## config.mk

```make
export PLATFORM = sky130hd
export DESIGN_NAME = ps2_key_decoder
export DESIGN_NICKNAME = d
export VERILOG_FILES = /design/src/rtl/ps2_key_decoder.sv
export SDC_FILE = /design/constraint.sdc
export NUM_CORES = 1
export LEC_CHECK = 0
export CAP_MARGIN = 15
export CORE_ASPECT_RATIO = 0.9
export CORE_UTILIZATION = 50
export CTS_BUF_LIST = sky130_fd_sc_hd__clkbuf_4 sky130_fd_sc_hd__clkbuf_8
export CTS_CLUSTER_SIZE = 10
export DETAILED_ROUTE_END_ITERATION = 10
export PLACE_DENSITY_LB_ADDON = 0.2
export SLEW_MARGIN = 20
export SYNTH_ARGS = -nofsm -noshare
export SYNTH_HDL_FRONTEND = slang
export SYNTH_SLANG_ARGS = --single-unit
export TNS_END_PERCENT = 10
```

## constraint.sdc

```tcl
create_clock -name clk -period 2.3 [get_ports clk]
set_clock_uncertainty 0.1 [all_clocks]
set_input_delay 0.69 -clock clk [delete_from_list [all_inputs] [get_ports clk]]
set_output_delay 0.69 -clock clk [all_outputs]
set_load 0.005 [all_outputs]
```

## src/rtl/ps2_key_decoder.sv

```systemverilog
// PS/2 scan-code set 2 receiver and key-event decoder: turns raw ps2_clk/ps2_data into
// single-cycle press/release/enter pulses and color-decode levels for the game controller.
module ps2_key_decoder #(
   parameter int unsigned FILTER_LEN     = 4,
   parameter int unsigned TIMEOUT_CYCLES = 12500
) (
   input  logic clk,
   input  logic reset,
   input  logic ps2_clk,
   input  logic ps2_data,
   output logic key_pressed,
   output logic key_released,
   output logic enter_pressed,
   output logic valid_input,
   output logic input_eq_green,
   output logic input_eq_red,
   output logic input_eq_yellow,
   output logic input_eq_blue,
   output logic frame_error
);

   localparam int unsigned ToW = $clog2(TIMEOUT_CYCLES);
   localparam logic [ToW-1:0] ToMax = ToW'(TIMEOUT_CYCLES - 1);

   localparam logic [1:0] RxIdle   = 2'd0;
   localparam logic [1:0] RxData   = 2'd1;
   localparam logic [1:0] RxParity = 2'd2;
   localparam logic [1:0] RxStop   = 2'd3;

   localparam logic [1:0] DecIdle     = 2'd0;
   localparam logic [1:0] DecBreak    = 2'd1;
   localparam logic [1:0] DecExt      = 2'd2;
   localparam logic [1:0] DecExtBreak = 2'd3;

   // Levels packed as {valid, green, red, yellow, blue}.
   function automatic logic [4:0] color_lvl(input logic [7:0] code);
      case (code)
         8'h34:   color_lvl = 5'b11000;
         8'h2D:   color_lvl = 5'b10100;
         8'h35:   color_lvl = 5'b10010;
         8'h32:   color_lvl = 5'b10001;
         default: color_lvl = 5'b00000;
      endcase
   endfunction

   // ---------------- input conditioning ----------------
   logic [1:0]            clk_sync_q, data_sync_q;
   logic [FILTER_LEN-1:0] filt_sr_q;
   logic                  filt_q, filt_d;
   logic                  fall;
   logic                  data_s;

   // Idle PS/2 lines are high, so reset to 1s to avoid a spurious edge after reset.
   always_ff @(posedge clk) begin
      if (reset) begin
         clk_sync_q  <= 2'b11;
         data_sync_q <= 2'b11;
         filt_sr_q   <= '1;
         filt_q      <= 1'b1;
      end else begin
         clk_sync_q  <= {clk_sync_q[0], ps2_clk};
         data_sync_q <= {data_sync_q[0], ps2_data};
         filt_sr_q   <= {filt_sr_q[FILTER_LEN-2:0], clk_sync_q[1]};
         filt_q      <= filt_d;
      end
   end

   always_comb begin
      filt_d = filt_q;
      if (filt_sr_q == '0) begin
         filt_d = 1'b0;
      end else if (&filt_sr_q) begin
         filt_d = 1'b1;
      end
      fall   = filt_q && (filt_sr_q == '0);
      data_s = data_sync_q[1];
   end

   // ---------------- receiver ----------------
   logic [1:0]     rx_state_q, rx_state_d;
   logic [2:0]     bit_cnt_q, bit_cnt_d;
   logic [7:0]     shift_q, shift_d;
   logic           parity_q, parity_d;
   logic [ToW-1:0] to_cnt_q, to_cnt_d;
   logic           byte_valid_q, byte_valid_d;
   logic           frame_err_q, frame_err_d;

   always_comb begin
      rx_state_d   = rx_state_q;
      bit_cnt_d    = bit_cnt_q;
      shift_d      = shift_q;
      parity_d     = parity_q;
      byte_valid_d = 1'b0;
      frame_err_d  = 1'b0;
      if (rx_state_q == RxIdle || fall) begin
         to_cnt_d = '0;
      end else begin
         to_cnt_d = to_cnt_q + ToW'(1);
      end

      case (rx_state_q)
         RxIdle: begin
            if (fall && !data_s) begin
               rx_state_d = RxData;
               bit_cnt_d  = 3'd0;
            end
         end
         RxData: begin
            if (fall) begin
               shift_d   = {data_s, shift_q[7:1]};
               bit_cnt_d = bit_cnt_q + 3'd1;
               if (bit_cnt_q == 3'd7) begin
                  rx_state_d = RxParity;
               end
            end
         end
         RxParity: begin
            if (fall) begin
               parity_d   = data_s;
               rx_state_d = RxStop;
            end
         end
         default: begin
            if (fall) begin
               if ((^{shift_q, parity_q}) && data_s) begin
                  byte_valid_d = 1'b1;
               end else begin
                  frame_err_d = 1'b1;
               end
               rx_state_d = RxIdle;
            end
         end
      endcase

      if (rx_state_q != RxIdle && !fall && to_cnt_q == ToMax) begin
         rx_state_d  = RxIdle;
         frame_err_d = 1'b1;
      end
   end

   always_ff @(posedge clk) begin
      if (reset) begin
         rx_state_q   <= RxIdle;
         bit_cnt_q    <= 3'd0;
         shift_q      <= 8'h00;
         parity_q     <= 1'b0;
         to_cnt_q     <= '0;
         byte_valid_q <= 1'b0;
         frame_err_q  <= 1'b0;
      end else begin
         rx_state_q   <= rx_state_d;
         bit_cnt_q    <= bit_cnt_d;
         shift_q      <= shift_d;
         parity_q     <= parity_d;
         to_cnt_q     <= to_cnt_d;
         byte_valid_q <= byte_valid_d;
         frame_err_q  <= frame_err_d;
      end
   end

   // ---------------- decoder ----------------
   // shift_q still holds the received byte while byte_valid_q is high.
   logic [1:0] dec_state_q, dec_state_d;
   logic [7:0] held_code_q, held_code_d;
   logic       held_valid_q, held_valid_d;
   logic       enter_held_q, enter_held_d;
   logic       key_pressed_q, key_pressed_d;
   logic       key_released_q, key_released_d;
   logic       enter_pressed_q, enter_pressed_d;
   logic [4:0] lvl_q, lvl_d;

   always_comb begin
      dec_state_d     = dec_state_q;
      held_code_d     = held_code_q;
      held_valid_d    = held_valid_q;
      enter_held_d    = enter_held_q;
      key_pressed_d   = 1'b0;
      key_released_d  = 1'b0;
      enter_pressed_d = 1'b0;
      lvl_d           = lvl_q;

      if (byte_valid_q) begin
         case (dec_state_q)
            DecIdle: begin
               case (shift_q)
                  8'hE0: dec_state_d = DecExt;
                  8'hF0: dec_state_d = DecBreak;
                  8'h00, 8'hAA, 8'hEE, 8'hFA, 8'hFE, 8'hFF: ;
                  8'h5A: begin
                     if (!enter_held_q) begin
                        enter_pressed_d = 1'b1;
                        enter_held_d    = 1'b1;
                     end
                  end
                  default: begin
                     if (!held_valid_q) begin
                        held_code_d   = shift_q;
                        held_valid_d  = 1'b1;
                        key_pressed_d = 1'b1;
                        lvl_d         = color_lvl(shift_q);
                     end
                  end
               endcase
            end
            DecBreak: begin
               if (shift_q == 8'h5A) begin
                  enter_held_d = 1'b0;
               end else if (held_valid_q && shift_q == held_code_q) begin
                  key_released_d = 1'b1;
                  held_valid_d   = 1'b0;
               end
               dec_state_d = DecIdle;
            end
            DecExt: begin
               dec_state_d = (shift_q == 8'hF0) ? DecExtBreak : DecIdle;
            end
            default: dec_state_d = DecIdle;
         endcase
      end
   end

   always_ff @(posedge clk) begin
      if (reset) begin
         dec_state_q     <= DecIdle;
         held_code_q     <= 8'h00;
         held_valid_q    <= 1'b0;
         enter_held_q    <= 1'b0;
         key_pressed_q   <= 1'b0;
         key_released_q  <= 1'b0;
         enter_pressed_q <= 1'b0;
         lvl_q           <= 5'b00000;
      end else begin
         dec_state_q     <= dec_state_d;
         held_code_q     <= held_code_d;
         held_valid_q    <= held_valid_d;
         enter_held_q    <= enter_held_d;
         key_pressed_q   <= key_pressed_d;
         key_released_q  <= key_released_d;
         enter_pressed_q <= enter_pressed_d;
         lvl_q           <= lvl_d;
      end
   end

   assign key_pressed     = key_pressed_q;
   assign key_released    = key_released_q;
   assign enter_pressed   = enter_pressed_q;
   assign valid_input     = lvl_q[4];
   assign input_eq_green  = lvl_q[3];
   assign input_eq_red    = lvl_q[2];
   assign input_eq_yellow = lvl_q[1];
   assign input_eq_blue   = lvl_q[0];
   assign frame_error     = frame_err_q;

endmodule

```

==> summary.txt, run 1 <==
Outcome: completed
GR Overflow Total: 0
Pre-CTS WS: 0.0946 ns
Initial drt markers: 113
RSZ-0062 raised after global routing: false
Psw: 0.415 mW
Int Pwr: 1.58 mW
GRT Total Usage: 20.9%
DR DRC count: 0
Crit Path Max Fanout: 9
Fin. Hold Viols: 0
Clock Power Share: 46.9%
H-tree levels: 3
Min-delay worst type: register to register
Leading register cell type out of synthesis: dfxtp_1
CTS tree: yes
Vias per cell: 5.38
Synthesis-to-finish area growth: 17.2%
Hpwl dp: 3660 µm
Fill cells: 479
Cts hold-fix bufs: 0
DRT Pass-1 Iters: 4
Register area share after synthesis: 43.0%
WL/cell: 12.8 µm
GR Util met1: 27.6%
Synth top area cells: dfxtp_1 (43%), xnor2_1 (5.7%), nand3_1 (4.9%), a21oi_1 (4.0%), nand2_1 (3.8%)
WP data arrival: 2.22 ns
Maxcap violations: 0
Num rows: 25
CP Data Required Time: 2.47 ns
Die X: 80.1 µm
Layout cell share with drive strength beyond 1: 16.1%
Final ANT Viol Nets: 0
F_max: 486 MHz
Peak supply drop: 0.000396 V
Crit path cell chain: or2_1 -> o31ai_2 -> or4_1 -> buf_4 -> nor2_2 -> mux2i_1
Clock transition at path regs: 0.06 ns
Die area: 5790 µm²
Post-synthesis cell type with the largest combined area: dfxtp_1
Kind of critical path: register to register
Nets: 348
Crit-path max cell delay: 0.52 ns
Comb power frac: 1.4%
Worst slew margin: 70.6%
Largest net degree at the start of global routing: 41
IO Pins: 13
Port Buffer Count: 12
Async set-reset flop share out of synthesis: 0%
CP Launch Type: register
Synth Register Bits: 59
Synth Net Count: 325
Routed vias: 2,193
Wirelength, routed: 5230 µm
Fin crit period: 2.06 ns
Reg power frac: 51.7%
WP buf/inv: 1
GRT met2 Usage: 30.5%
GR Util met3: 7.67%
Die height: 72.3 µm
Ratio of final minimum period to clock period: 89.4%
CTS Buf Count: 9
Clk root buf: clkbuf_8
Vias in the first global route: 2,003
Core area: 5260 µm²
Leakage power: 1.12 nW
Mapped Area: 2750 µm²
Max Transition Viols Final: 0
Starting Density: 52.2%
Most frequent cells in the layout: dfxtp_1 (59), nand2_1 (28), nor2_1 (27), nand3_1 (27), a21oi_1 (22)
Post-synth EDFFs: 0
Synth cell types: 53
Setup ws final: 0.244 ns
First-pass GRT wire length: 9180 µm
CTS Sinks: 59
Commonest non-fill, non-tap cell in the layout: dfxtp_1
CTS max path bufs: 2
Synthesized area per cell: 8.77 µm²
Multi-input logic area: 1450 µm²
Synth warnings: 0
Critical Path End Type: register
CP top delay family: simple AND/OR/NAND/NOR gates
Final setup fails: 0
Power per Cell Area: 618 nW/µm²
Worst-Margin Slew: 0.441 ns
Initial antenna violation count: 0
Worst-Skew Late Latency: 0.34 ns
Post-Synthesis Cells: 313
Post-CTS setup buffer count: 0
Net Sw Frac: 20.8%
Yosys top cell area share: 43.0%
Reg area: 1180 µm²
Busiest layer in global routing: met2
Setup TNS: 0 ns
Post-cts sizing count: 0
Diode count: 0
Final Wtd Congestion: 0.817
Slowest cell on crit path: or4_1
[state kept, by name, indices dropped and copies added (netlist names), 2 cells and up]
| signal | cells |
|---|---|
| filt_sr_q | 4 |
| to_cnt_q | 14 |
| clk_sync_q | 2 |
| lvl_q | 5 |
| rx_state_q | 2 |
| shift_q | 8 |
| dec_state_q | 2 |
| data_sync_q | 2 |
| bit_cnt_q | 3 |
| held_code_q | 8 |
[final timing paths]
kind | from | cells past startpoint | slack [ns] | endpoint
worst max-delay path | shift_q[2] | 6 | 0.24 | lvl_q[3]
worst min-delay path | data_sync_q[0] | 1 | 0.31 | data_sync_q[1]
worst max register to register | shift_q[2] | 6 | 0.24 | lvl_q[3]
worst min register to register | data_sync_q[0] | 1 | 0.31 | data_sync_q[1]
[Yosys cell counts, types with 2 or more instances]
cell type and number:
a21oi_1 22, a32oi_1 3, and3_1 2, buf_2 5, buf_4 2, clkbuf_1 11, dfxtp_1 59, ha_1 8
inv_1 7, mux2i_1 4, nand2_1 28, nand2b_1 7, nand3_1 27, nand3b_1 2, nand4_1 3, nor2_1 27
nor3_1 9, nor4_1 7, o21ai_0 2, o21ai_1 10, o21ai_2 2, or2_2 9, or3_1 3, xnor2_1 18
xor2_1 8
[kinds of logic after synthesis]
logic type,share of synthesized area (%)
muxes,1.46
AOI/OAI and AO/OA,12.0
and+or+nand+nor,26.3
xor gates and xnor gates,9.12
DFF,43.0
buffers and inverters,4.47
adders and majority gates,3.65
[layer usage]
metal | vias to the layer above | share of wire, %
met5 | - | 0
met4 | 0 | 2.2
met3 | 11 | 4.4
met2 | 36 | 43
met1 | 1013 | 50
li1 | 1133 | -
[power by group through the flow]
stage	registers (mW)	clock network, mW	logic (mW)
after floorplan	1.05	0	0.0155
after detailed placement	1.05	0	0.0292
final	1.03	0.933	0.0286
after global placement	1.05	0	0.0290
after CTS	1.03	0.964	0.0293
after global routing	1.03	1.01	0.0315
[metrics by stage]
step / hold slack (ns) / instance area (µm²) / power [mW] / util, % / cells
after floorplan: 0.289 / 2750 / 1.07 / - / 313
after global placement: 0.292 / 3020 / 1.08 / 57.4 / 392
after detailed placement: 0.296 / 3020 / 1.08 / 57.4 / 392
after CTS: 0.307 / 3210 / 2.02 / 61.1 / 408
after global routing: 0.322 / 3220 / 2.07 / 61.2 / 408
final: 0.307 / 3220 / 1.99 / 61.2 / 408
[worst reg2reg max path, delay by kind of cell, from the launching register on]
family	cells	cell delay (ns)
and+or+nand+nor	3	0.95
DFF	1	0.40
muxes	1	0.23
buffers and inverters	1	0.20
AOI/OAI and AO/OA	1	0.11
[cell type report]
| type | instances | area share [%] |
|---|---|---|
| Clock inverter | 5 | 1.63 |
| Clock buffer | 11 | 4.51 |
| Tap cell | 67 | 2.60 |
| Multi-Input combinational cell | 227 | 44.9 |
| Inverter | 7 | 0.816 |
| Sequential cell | 59 | 36.7 |
| Timing Repair Buffer | 32 | 8.79 |
Power figures use the tool's default switching activity.
==> run 2: changes to the inputs <==
--- a/config.mk
+++ b/config.mk
@@ -5,6 +5,7 @@
 export SDC_FILE = /design/constraint.sdc
 export NUM_CORES = 1
 export LEC_CHECK = 0
+export ABC_CLOCK_PERIOD_IN_PS = 2300
 export CAP_MARGIN = 15
 export CORE_ASPECT_RATIO = 0.9
 export CORE_UTILIZATION = 50
==> results of run 2 <==
Final layout, timing and power as in run 1 (identical DEF).
==> run 3: changes to the inputs <==
--- a/config.mk
+++ b/config.mk
@@ -13,6 +13,7 @@
 export CTS_CLUSTER_SIZE = 10
 export DETAILED_ROUTE_END_ITERATION = 10
 export PLACE_DENSITY_LB_ADDON = 0.2
+export SKIP_LAST_GASP = 1
 export SLEW_MARGIN = 20
 export SYNTH_ARGS = -nofsm -noshare
 export SYNTH_HDL_FRONTEND = slang
==> results of run 3 <==
Final layout, timing and power as in run 1 (identical DEF).
